File: src/rtl/fp_pkg.sv
// Shared widths, constants and FSM encoding for the single-precision FP add datapath.
package fp_pkg;

  localparam int unsigned EXP_W  = 8;
  localparam int unsigned FRAC_W = 23;
  localparam int unsigned GRS_W  = 3;
  localparam int unsigned MANT_W = FRAC_W + 1;
  localparam int unsigned SH_W   = MANT_W + GRS_W;

  localparam logic [EXP_W-1:0] EXP_ALL_ONES = '1;

  typedef enum logic [1:0] {
    StIdle,
    StCmp,
    StShift,
    StDone
  } align_state_e;

  // Subnormals behave as exponent 1 with a zero hidden bit.
  function automatic logic [EXP_W-1:0] eff_exp(input logic [EXP_W-1:0] e);
    return (e == '0) ? EXP_W'(1) : e;
  endfunction

endpackage

File: src/rtl/shift_right_sticky.sv
// Right shift of the extended significand, folding every lost bit into the sticky LSB.
module shift_right_sticky
  import fp_pkg::*;
(
  input  logic [SH_W-1:0]  din_i,
  input  logic [EXP_W-1:0] amt_i,
  output logic [SH_W-1:0]  dout_o
);

  logic [SH_W-1:0] shifted;
  logic [SH_W-1:0] lost_mask;
  logic            sticky;

  always_comb begin
    shifted   = '0;
    lost_mask = '0;
    sticky    = 1'b0;
    if (amt_i >= EXP_W'(SH_W)) begin
      dout_o = {{(SH_W-1){1'b0}}, |din_i};
    end else begin
      shifted   = din_i >> amt_i;
      lost_mask = ~({SH_W{1'b1}} << amt_i);
      sticky    = |(din_i & lost_mask);
      dout_o    = {shifted[SH_W-1:1], shifted[0] | sticky};
    end
  end

endmodule

File: src/rtl/fp_align_ctrl.sv
// Exponent alignment sequencer: picks the larger operand and right-shifts the other
// significand by the exponent difference, keeping guard/round/sticky bits.
module fp_align_ctrl
  import fp_pkg::*;
(
  input  logic                clk,
  input  logic                rst_n,
  input  logic                in_valid,
  output logic                in_ready,
  input  logic [31:0]         in_a,
  input  logic [31:0]         in_b,
  output logic                out_valid,
  input  logic                out_ready,
  output logic [EXP_W-1:0]    out_exp,
  output logic                out_sign_big,
  output logic                out_sign_small,
  output logic [MANT_W-1:0]   out_mant_big,
  output logic [SH_W-1:0]     out_mant_small,
  output logic                out_swapped,
  output logic                out_special
);

  align_state_e state_q;
  logic [31:0]       a_q, b_q;
  logic [EXP_W-1:0]  exp_big_q, diff_q;
  logic              sign_big_q, sign_small_q, swapped_q, special_q;
  logic [MANT_W-1:0] mant_big_q, src_small_q;

  logic              in_ready_q, out_valid_q;
  logic [EXP_W-1:0]  out_exp_q;
  logic              out_sign_big_q, out_sign_small_q, out_swapped_q, out_special_q;
  logic [MANT_W-1:0] out_mant_big_q;
  logic [SH_W-1:0]   out_mant_small_q;

  logic [EXP_W-1:0]  exp_a, exp_b, eff_a, eff_b;
  logic [FRAC_W-1:0] frac_a, frac_b;
  logic              hid_a, hid_b, swap;
  logic [SH_W-1:0]   shifted;

  always_comb begin
    exp_a  = a_q[30:23];
    exp_b  = b_q[30:23];
    frac_a = a_q[22:0];
    frac_b = b_q[22:0];
    hid_a  = (exp_a != '0);
    hid_b  = (exp_b != '0);
    eff_a  = eff_exp(exp_a);
    eff_b  = eff_exp(exp_b);
    swap   = (eff_b > eff_a) || ((eff_b == eff_a) && (frac_b > frac_a));
  end

  shift_right_sticky u_shift (
    .din_i  ({src_small_q, {GRS_W{1'b0}}}),
    .amt_i  (diff_q),
    .dout_o (shifted)
  );

  always_ff @(posedge clk or negedge rst_n) begin
    if (!rst_n) begin
      state_q          <= StIdle;
      a_q              <= '0;
      b_q              <= '0;
      exp_big_q        <= '0;
      diff_q           <= '0;
      sign_big_q       <= 1'b0;
      sign_small_q     <= 1'b0;
      swapped_q        <= 1'b0;
      special_q        <= 1'b0;
      mant_big_q       <= '0;
      src_small_q      <= '0;
      in_ready_q       <= 1'b1;
      out_valid_q      <= 1'b0;
      out_exp_q        <= '0;
      out_sign_big_q   <= 1'b0;
      out_sign_small_q <= 1'b0;
      out_swapped_q    <= 1'b0;
      out_special_q    <= 1'b0;
      out_mant_big_q   <= '0;
      out_mant_small_q <= '0;
    end else begin
      unique case (state_q)
        StIdle: begin
          if (in_valid) begin
            a_q        <= in_a;
            b_q        <= in_b;
            in_ready_q <= 1'b0;
            state_q    <= StCmp;
          end
        end
        StCmp: begin
          exp_big_q    <= swap ? eff_b : eff_a;
          diff_q       <= swap ? (eff_b - eff_a) : (eff_a - eff_b);
          sign_big_q   <= swap ? b_q[31] : a_q[31];
          sign_small_q <= swap ? a_q[31] : b_q[31];
          mant_big_q   <= swap ? {hid_b, frac_b} : {hid_a, frac_a};
          src_small_q  <= swap ? {hid_a, frac_a} : {hid_b, frac_b};
          swapped_q    <= swap;
          special_q    <= (exp_a == EXP_ALL_ONES) || (exp_b == EXP_ALL_ONES);
          state_q      <= StShift;
        end
        StShift: begin
          out_exp_q        <= exp_big_q;
          out_sign_big_q   <= sign_big_q;
          out_sign_small_q <= sign_small_q;
          out_mant_big_q   <= mant_big_q;
          out_mant_small_q <= special_q ? {src_small_q, {GRS_W{1'b0}}} : shifted;
          out_swapped_q    <= swapped_q;
          out_special_q    <= special_q;
          out_valid_q      <= 1'b1;
          state_q          <= StDone;
        end
        StDone: begin
          if (out_ready) begin
            out_valid_q <= 1'b0;
            in_ready_q  <= 1'b1;
            state_q     <= StIdle;
          end
        end
        default: state_q <= StIdle;
      endcase
    end
  end

  assign in_ready       = in_ready_q;
  assign out_valid      = out_valid_q;
  assign out_exp        = out_exp_q;
  assign out_sign_big   = out_sign_big_q;
  assign out_sign_small = out_sign_small_q;
  assign out_mant_big   = out_mant_big_q;
  assign out_mant_small = out_mant_small_q;
  assign out_swapped    = out_swapped_q;
  assign out_special    = out_special_q;

endmodule

File: config.mk
export PLATFORM = sky130hd
export DESIGN_NAME = fp_align_ctrl
export DESIGN_NICKNAME = d
export VERILOG_FILES = /design/src/rtl/fp_pkg.sv /design/src/rtl/shift_right_sticky.sv /design/src/rtl/fp_align_ctrl.sv
export SDC_FILE = /design/constraint.sdc
export NUM_CORES = 1
export LEC_CHECK = 0
export ABC_AREA = 1
export ABC_CLOCK_PERIOD_IN_PS = 2880
export BUFFER_PORTS_ARGS = -buffer_cell sky130_fd_sc_hd__buf_2
export CORE_AREA = 2 2 176 178
export CTS_CLUSTER_SIZE = 25
export DETAILED_ROUTE_END_ITERATION = 12
export DIE_AREA = 0 0 178 180
export MAX_ROUTING_LAYER = met4
export SETUP_SLACK_MARGIN = 0.5
export SYNTH_ARGS = -nofsm -noshare
export SYNTH_HDL_FRONTEND = slang
export SYNTH_HIERARCHICAL = 1
export SYNTH_SLANG_ARGS = --single-unit
File: constraint.sdc
create_clock -name clk -period 2.88 [get_ports clk]
set_clock_uncertainty 0.1 [all_clocks]
set_input_delay 0 -clock clk [delete_from_list [all_inputs] [get_ports clk]]
set_output_delay 0 -clock clk [all_outputs]
set_load 0.02 [all_outputs]
After elaboration in Yosys (flattened, before gate mapping)
Cells that the tools add are included.

word-level totals
  memories = 0
  register bits after elaboration = 199
  input bits = 68
  word-level logic and storage cells = 72
  memory bits (read-only) = 0
  bits in latches = 0
  bits in writable memories = 0

cells by class
  eq/ne operators = 8
  shift-type cells = 2
  reductions and logical operators = 16
  $add $sub $neg = 2
  magnitude comparators = 3
  mux-type cells = 18
  div/mod/pow operators = 0
  $mul = 0
  bitwise operators = 3

operator list
  cell                   count
  $mux 27                2
  $mux 24                2
  $mux 8                 4
  $and 27x27->27         1
  $not 27->27            1
  $reduce_or 27->1       1
  $shl 27x8->27 const A  1
  $shr 27x8->27          1
  $reduce_or 24->1       1
  $gt 23x23->1           1
  $eq 8x8->1 const B     2
  $logic_not 8->1        2
  $reduce_bool 8->1      2
  $sub 8x8->8            2
  $eq 8x8->1             1
  $ge 8x5->1 const B     1
  $gt 8x8->1             1
  $pmux 2 s4             1
  $reduce_and 2->1       3
  $mux 1                 5
  $eq 2x2->1 const B     2
  $mux 2                 2
  $ne 2x2->1 const B     2
  $pmux 1 s2             2
  other kinds (7)        9

Depth between registers and ports, before layout
Gate-level depths: netlist of the first run.

  depth in word-level cells = 7
  mapped depth = 17
  gate-level depth less buffers = 15

Hierarchy
Netlist of the first run, hierarchy kept.

by module, submodules not included
  module              times used  area each (µm²)  seq. area each (µm²)  cells each
  fp_align_ctrl       1           9830.7           4981.0                1238
  shift_right_sticky  1           2098.3           0.0                   435

Worst setup path after synthesis of the first run
No wires, ideal clock.

  path kind = register -> register
  from = register b_q[24]
  to = register exp_big_q[1]
  buffers on the path = 2
  data arrival time = 2.409 ns
  stages on the path, launching flop included = 17
  path slack = 0.253 ns
  setup time = 0.118 ns
  cell sequence = dfrtp_1 inv_1 nand4_1 nor2_1 nor2_1 ha_1 fa_1 o21ai_1 nand2_1 nand3_1 nand2_1 nand2_1 buf_4 buf_4 nand2_1 nand3_1 nand2_1

on the way
  word-level cells in the longest chain between the ends = 6
  elaborated cells on any way between the ends = 7

RTL lines
  what                                                                line                 RTL
  from (decl)                                                         fp_align_ctrl.sv:24  logic [31:0] a_q, b_q;
  from (signal assigned)                                              fp_align_ctrl.sv:85  b_q <= in_b;
  $logic_not 8->1                                                     fp_pkg.sv:21         return (e == '0) ? EXP_W'(1) : e;
  $mux 8 (*)                                                          fp_pkg.sv:21
  parallel branches: the longest is 3 deep, another holds $gt 8x8->1  -
  $mux 8 (*)                                                          fp_align_ctrl.sv:91  exp_big_q <= swap ? eff_b : eff_a;
  to (signal assigned)                                                fp_align_ctrl.sv:91
  to (decl)                                                           fp_align_ctrl.sv:25  logic [EXP_W-1:0] exp_big_q, diff_q;

Every way passes the cells marked *.
A chain may end at the register's enable or synchronous reset.

Worst setup path after layout of the first run
  from = register b_q[29]
  to = register mant_big_q[23]

on the way
  word-level cells in the longest chain between the ends = 6
  elaborated cells on any way between the ends = 8

RTL lines
  what                                                                line                 RTL
  parallel branches: the longest is 5 deep, another holds $gt 8x8->1  -
  $mux 24 (*)                                                         fp_align_ctrl.sv:95  mant_big_q <= swap ? {hid_b, frac_b} : {hid_a, frac_a};
  to (signal assigned)                                                fp_align_ctrl.sv:95
  to (decl)                                                           fp_align_ctrl.sv:27  logic [MANT_W-1:0] mant_big_q, src_small_q;

Marks and branches as above.

==> results.md, run 1 <==
- NumNets Final: 1986
- Ys Warns: 6
- Buf+Inv Stages, Crit Path: 3
- Core footprint: 30200 sq um
- Max IR drop VDD: 0.845 mV
- Starting density of the core: 39.5%
- GRT Residual Overflow: 0
- Commonest non-fill, non-tap cell in the layout: nand2_1
- DRC: 0
- Routed wire length: 37.7 mm
- Htree depth: 4
- GRT Overall Usage: 24.7%
- Max-slew violations: 0
- Wire length per cell: 16.5 microns
- Startpoint Class: flop
- CTS Sinks: 199
- Synth cell types: 49
- Violation count after the first detailed-routing iteration: 842
- Kind of critical path: reg2reg
- Power consumption: 21.8 mW
- Critical path arrival: 2890 ps
- Max-slew headroom: 44.2%
- Area of the die: 32000 sq um
- Die X-Extent: 178 microns
- Clk_lat worst skew: 450 ps
- Drt pass-1 iters: 6
- Post-Synthesis Cells: 1673
- First-pass GRT wire length: 61.5 mm
- Die extent in y: 180 microns
- Post-synth EDFFs: 0
- Hold Crit Class: in2async
- N_diodes: 0
- Clk buf depth: 2
- Slew @ Worst Pin: 838 ps
- Initial antenna violation count: 0
- Vias in the first global route: 11.2k
- GR peak layer: met2
- Crit path cell chain: inv_2, nand4_1, nor2_2, nor2_2, ha_2, fa_2, o21ai_2, nand2_1, nand3_2, nand2_4, nand2_8, buf_12, clkbuf_16, nand2_2, nand3_2, nand2_1
- Met2 usage: 38.0%
- Fin crit share: 92.2%
- FF+latch count, synth: 199
- Ys flop type: dfrtp_1
- Grt met1 use: 34.7%
- Family with the most delay on the worst path: simple AND/OR/NAND/NOR gates
- RSZ-0062 raised after global routing: yes
- Routed Antenna Nets: 0
- PortBufs: 132
- Asr flop ratio synth: 100%
- Detailed-route via count: 11.7k
- Maximum fanout along the worst path: 6
- Max incr delay on CP: 400 ps
- Root Buffer: clkbuf_16
- CP endpoint kind: flop
- Commonest cells after routing, fill and taps aside: nand2_1 (503), nand3_1 (217), dfrtp_1 (197)
- Final Hold Fails: 0
- Top cells by area, synth: dfrtp_1 (42%), nand2_1 (17%), nand3_1 (9.8%)
- Met3 global-route usage: 2.73%
- Area grow syn2layout: 26.4%
- Max-cap violation count: 0
- Synth area leader: dfrtp_1
- Slowest cell on crit path: dfrtp_1
- Post-DP HPWL: 25.3 mm
- Placement row count: 64
- CTS Buf Count: 17
- Layout cell share with drive strength beyond 1: 19.3%
- Worst Path Required: 3110 ps
- Pin count of the biggest net entering global routing: 74
- Synthesized area: 11900 sq um
- Clk slew on worst S/H paths: 80 ps
- Syn Area/Cell: 7.13 sq um
- Num ports: 133
- Vias per inst: 5.13
- Status: finished clean
- Endpoints failing setup: 0
- Crit path time final: 2660 ps
- Register area share after synthesis: 41.8%
- CTS tree: yes
- P per Cell Area: 1440 nW/um^2
- GP Congestion: 0.984
- Leakage: 7.74 nW
- Synth top area share: 41.5%
- FMAX: 376 MHz
- Setup TNS: 0 ps
==> registers in the layout, summed over array words and instances (netlist names), 2 cells and up <==
signal          cells
state_q             2
exp_big_q           8
diff_q              8
out_mant_small     27
mant_big_q         24
out_mant_big       24
src_small_q        24
out_exp             8
a_q                32
b_q                32
==> cells in the mapped netlist (3+ instances only) <==
cell type / instances
o21ai_1: 9
nand3_2: 3
nor4_1: 4
ha_1: 43
a31oi_1: 4
inv_2: 8
o21ai_0: 75
a21oi_1: 100
o21ai_2: 4
inv_1: 128
buf_1: 8
buf_4: 12
clkbuf_1: 60
nand2_1: 540
xor2_1: 11
nand4_1: 9
buf_2: 17
o211ai_2: 3
nand3_1: 233
nor3_1: 7
nor2_1: 148
buf_6: 9
o211ai_1: 5
dfrtp_1: 198
a22o_1: 3
==> layer usage <==
layer	routed length (microns)	up-vias	share of wire, %
met5	0	-	0
met4	717	0	1.9
met3	2080	52	5.5
met2	17400	400	46
met1	17500	5477	46
li1	-	5771	-
==> metrics by stage <==
| step | utilization, % | instance area [sq um] | cells | setup WS (ps) | hold WS [ps] |
|---|---|---|---|---|---|
| floorplan | - | 12000 | 1677 | 501 | -396 |
| CTS | 48.8 | 14700 | 2269 | 330 | 46.1 |
| global placement | 43.1 | 13000 | 2136 | 227 | -33.6 |
| detailed placement | 43.1 | 13000 | 2136 | 187 | -30.5 |
| finish | 50.0 | 15100 | 2282 | 223 | 38.7 |
| global route | 50.0 | 15100 | 2282 | 94.5 | 93.8 |
==> power by group <==
group          switching, mW  internal (mW)  leakage (nW)
sequential              1.15           4.18          2.32
clock                   1.20           1.33         0.298
combinational           8.48           5.44          5.12
total                   10.8           10.9          7.74
==> worst reg2reg max path: stages (launching register included) <==
cell and delay (ps):
dfrtp_1 400, inv_2 80, nand4_1 140, nor2_2 190, nor2_2 70, ha_2 180, fa_2 370, o21ai_2 150
nand2_1 90, nand3_2 90, nand2_4 90, nand2_8 130, buf_12 140, clkbuf_16 160, nand2_2 60, nand3_2 50
nand2_1 60
==> cell type report <==
cell class                 instances  area, sq um
fill                            2979        15100
sequential                       199         4980
clock buffer                      18          429
clock inverter                    14          178
timing repair buffer             286         2340
inverter                         138          523
tap                              396          495
multi-input combinational       1231         6130
==> path summary, 6_finish.rpt <==
path                                 start                 end  slack [ps]  depth (start not counted)
setup / recovery                   b_q[29]      mant_big_q[23]         220                         16
hold reg to reg            out_mant_big[2]     out_mant_big[2]         370                          2
hold / removal                       rst_n  out_mant_small[17]          40                          2
max in group asynchronous            rst_n      mant_big_q[23]        1830                          3
min in group clk                  in_b[25]             b_q[25]         220                          4
setup reg to reg                   b_q[29]      mant_big_q[23]         220                         16
==> cell families after synthesis <==
group | synth area share, %
XOR/XNOR | 0.808
buffers and inverters | 9.05
other | 0.0314
adder cells (fa/ha/maj) | 4.85
flip-flops | 41.8
AO/OA/AOI/OAI | 9.62
AND/OR/NAND/NOR | 33.9
==> what timing repair did <==
action                                 in CTS  in global routing
setup endpoints to repair                  66                 82
gates resized for setup                    30                 52
hold buffers                               67                  0
cloned                                      4                  5
pin swaps                                  14                 47
setup buffers                              30                  8
endpoints found under the hold margin     225                  0
Note: power is estimated with default switching activity, not from simulation.
==> run 2: changes to the inputs <==
CORE_AREA = 2 2 210 150   (was 2 2 176 178)
DIE_AREA = 0 0 212 152   (was 0 0 178 180)
==> run 2 against run 1 <==
  * Combinational power barely moved
  * Non-clock buffer count rose by 6
  * First-iteration DRC count rose by 27%
  * Critical path depth did not move
  * Total power rose by 2.2%
  * Sequential power barely moved
  * Largest power group unchanged
==> results.md, run 2 (same netlist as run 1, synthesis figures left out) <==
- Area of the die: 32200 sq um (was 32000 sq um)
- CP endpoint kind: flop (unchanged)
- Root Buffer: clkbuf_16 (unchanged)
- Kind of critical path: reg2reg (unchanged)
- Final worst slack: 247 ps (was 223 ps)
- Slowest cell on crit path: dfrtp_1 (unchanged)
- Layout cell share with drive strength beyond 1: 18.6% (was 19.3%)
- Leakage: 7.78 nW (was 7.74 nW)
- Die X-Extent: 212 microns (was 178 microns)
- Routed wire length: 41.4 mm (was 37.7 mm)
- Violation count after the first detailed-routing iteration: 1069 (was 842)
- Critical path arrival: 2890 ps (about the same)
- Minimum hold slack: 37.2 ps (was 38.7 ps)
- GRT Residual Overflow: 0 (unchanged)
- DRC: 0 (unchanged)
- Clk_lat worst skew: 460 ps (was 450 ps)
- Num ports: 133 (unchanged)
- Placement row count: 54 (was 64)
- Startpoint Class: flop (unchanged)
- Initial antenna violation count: 0 (unchanged)
- Die extent in y: 152 microns (was 180 microns)
- PortBufs: 132 (unchanged)
- Pin count of the biggest net entering global routing: 83 (was 74)
- Fin crit share: 91.4% (was 92.2%)
- RSZ-0062 raised after global routing: yes (unchanged)
- Max-cap violation count: 0 (unchanged)
- FMAX: 380 MHz (was 376 MHz)
- Detailed-route via count: 12.0k (was 11.7k)
- Starting density of the core: 39.1% (was 39.5%)
- Crit path cell chain: inv_2, nand4_1, nor2_2, nor2_4, ha_4, fa_2, o21ai_2, nand2_1, nand3_2, nand2_4, nand2_8, buf_12, clkbuf_16, nand2_2, nand3_1, nand2_1 (was inv_2, nand4_1, nor2_2, nor2_2, ha_2, fa_2, o21ai_2, nand2_1, nand3_2, nand2_4, nand2_8, buf_12, clkbuf_16, nand2_2, nand3_2, nand2_1)
- Dpl ws: 152 ps (was 187 ps)
- Vias in the first global route: 11.4k (was 11.2k)
- Wire length per cell: 17.9 microns (was 16.5 microns)
- Top cell by count, worst path: nand2_1
- CTS Buf Count: 17 (unchanged)
- Maximum fanout along the worst path: 5 (was 6)
- Max IR drop VDD: 0.656 mV (was 0.845 mV)
- Status: finished clean (unchanged)
- Final Hold Fails: 0 (unchanged)
- Clk buf depth: 2 (unchanged)
- Clk slew on worst S/H paths: 80 ps (about the same)
- FF-to-FF setup slack: 250 ps (was 220 ps)
- Worst Path Required: 3140 ps (was 3110 ps)
- P per Cell Area: 1470 nW/um^2 (was 1440 nW/um^2)
- Max-slew headroom: 45.1% (was 44.2%)
- GP Congestion: 0.937 (was 0.984)
- Vias per inst: 5.18 (was 5.13)
- Hold Crit Class: in2async (unchanged)
- Area of placed instances: 13200 sq um (was 13000 sq um)
- Slew @ Worst Pin: 824 ps (was 838 ps)
- N_diodes: 0 (unchanged)
- Htree depth: 4 (unchanged)
- Crit path time final: 2630 ps (was 2660 ps)
- Core footprint: 30500 sq um (was 30200 sq um)
- GRT Overall Usage: 27.0% (was 24.7%)
- Post-DP HPWL: 28.4 mm (was 25.3 mm)
- Endpoints failing setup: 0 (unchanged)
- Max incr delay on CP: 400 ps (about the same)
- Commonest cells after routing, fill and taps aside: nand2_1 (507), nand3_1 (228), dfrtp_1 (198) (was nand2_1 (503), nand3_1 (217), dfrtp_1 (197))
- Area grow syn2layout: 27.0% (was 26.4%)
- CTS Sinks: 199 (unchanged)
- Commonest non-fill, non-tap cell in the layout: nand2_1 (unchanged)
- Design area: 15200 sq um (was 15100 sq um)
- NumNets Final: 1992 (was 1986)
- Setup TNS: 0 ps (unchanged)
- CTS tree: yes (unchanged)
- Drt pass-1 iters: 5 (was 6)
- First-pass GRT wire length: 65.2 mm (was 61.5 mm)
- Routed Antenna Nets: 0 (unchanged)
- Max-slew violations: 0 (unchanged)
[run 2: changes by cell type in the layout (fill, tap and decap cells not counted), sizes merged]
cell / before / now
clkinv: 3 / 4
inv: 147 / 141
bufinv: 2 / 4
clkbuf: 23 / 26
buf: 214 / 219
clkinvlp: 0 / 1
[run 2: metrics by stage]
stage	util, %	power (mW)	std cells
after floorplan	-	13.5	1677
after global placement	43.2	17.2	2176
after global routing	49.7	24.1	2312
final	49.7	22.2	2312
after CTS	48.7	21.2	2301
after detailed placement	43.2	17.3	2176
[run 2: final cells by class]
type                    count  area [sq um]
fillers                  3053         15300
multi-input cells        1231          6090
flip-flops and latches    199          4980
repair buffers            292          2390
inverters                 138           526
well taps                 420           526
clock buffers              20           457
clock inverters            12           188
[run 2: metal layers]
metal,global-route usage [%],wire length (microns),vias to the layer above
met1,38.8,20000,5748
li1,-,-,5791
met5,-,0,-
met3,6.26,2830,51
met2,37.9,17800,395
met4,7.18,724,0
[run 2: repair_timing]
action                                 4_1_cts  5_1_grt
setup buffers                               22        6
resized for setup                           21       49
cloned                                       4        5
setup endpoints to repair                   70       80
hold buffers                                67        0
endpoints found under the hold margin      145        0
pin swaps                                   12       26
[run 2: report_power, final]
part           switching [mW]  internal [mW]  total (mW)
clock                    1.17           1.52        2.69
sequential               1.18           4.18        5.36
combinational            8.80           5.39        14.2
[run 2: worst paths after layout]
check | from | to | cells after the start
max | b_q[30] | mant_big_q[13] | 16
min | rst_n | out_mant_small[1] | 2
max reg2reg | b_q[30] | mant_big_q[13] | 16
min reg2reg | out_exp[0] | out_exp[0] | 2
max in group asynchronous | rst_n | b_q[22] | 3
min in group clk | in_b[12] | b_q[12] | 4
[run 2: worst max-delay path, delay by kind of cell, from the launching register on]
| kind | cells | cell delay [ps] |
|---|---|---|
| and+or+nand+nor | 10 | 930 |
| buffers and inverters | 3 | 380 |
| AOI/OAI and AO/OA | 1 | 170 |
| adders and majority gates | 2 | 540 |
| DFF | 1 | 400 |
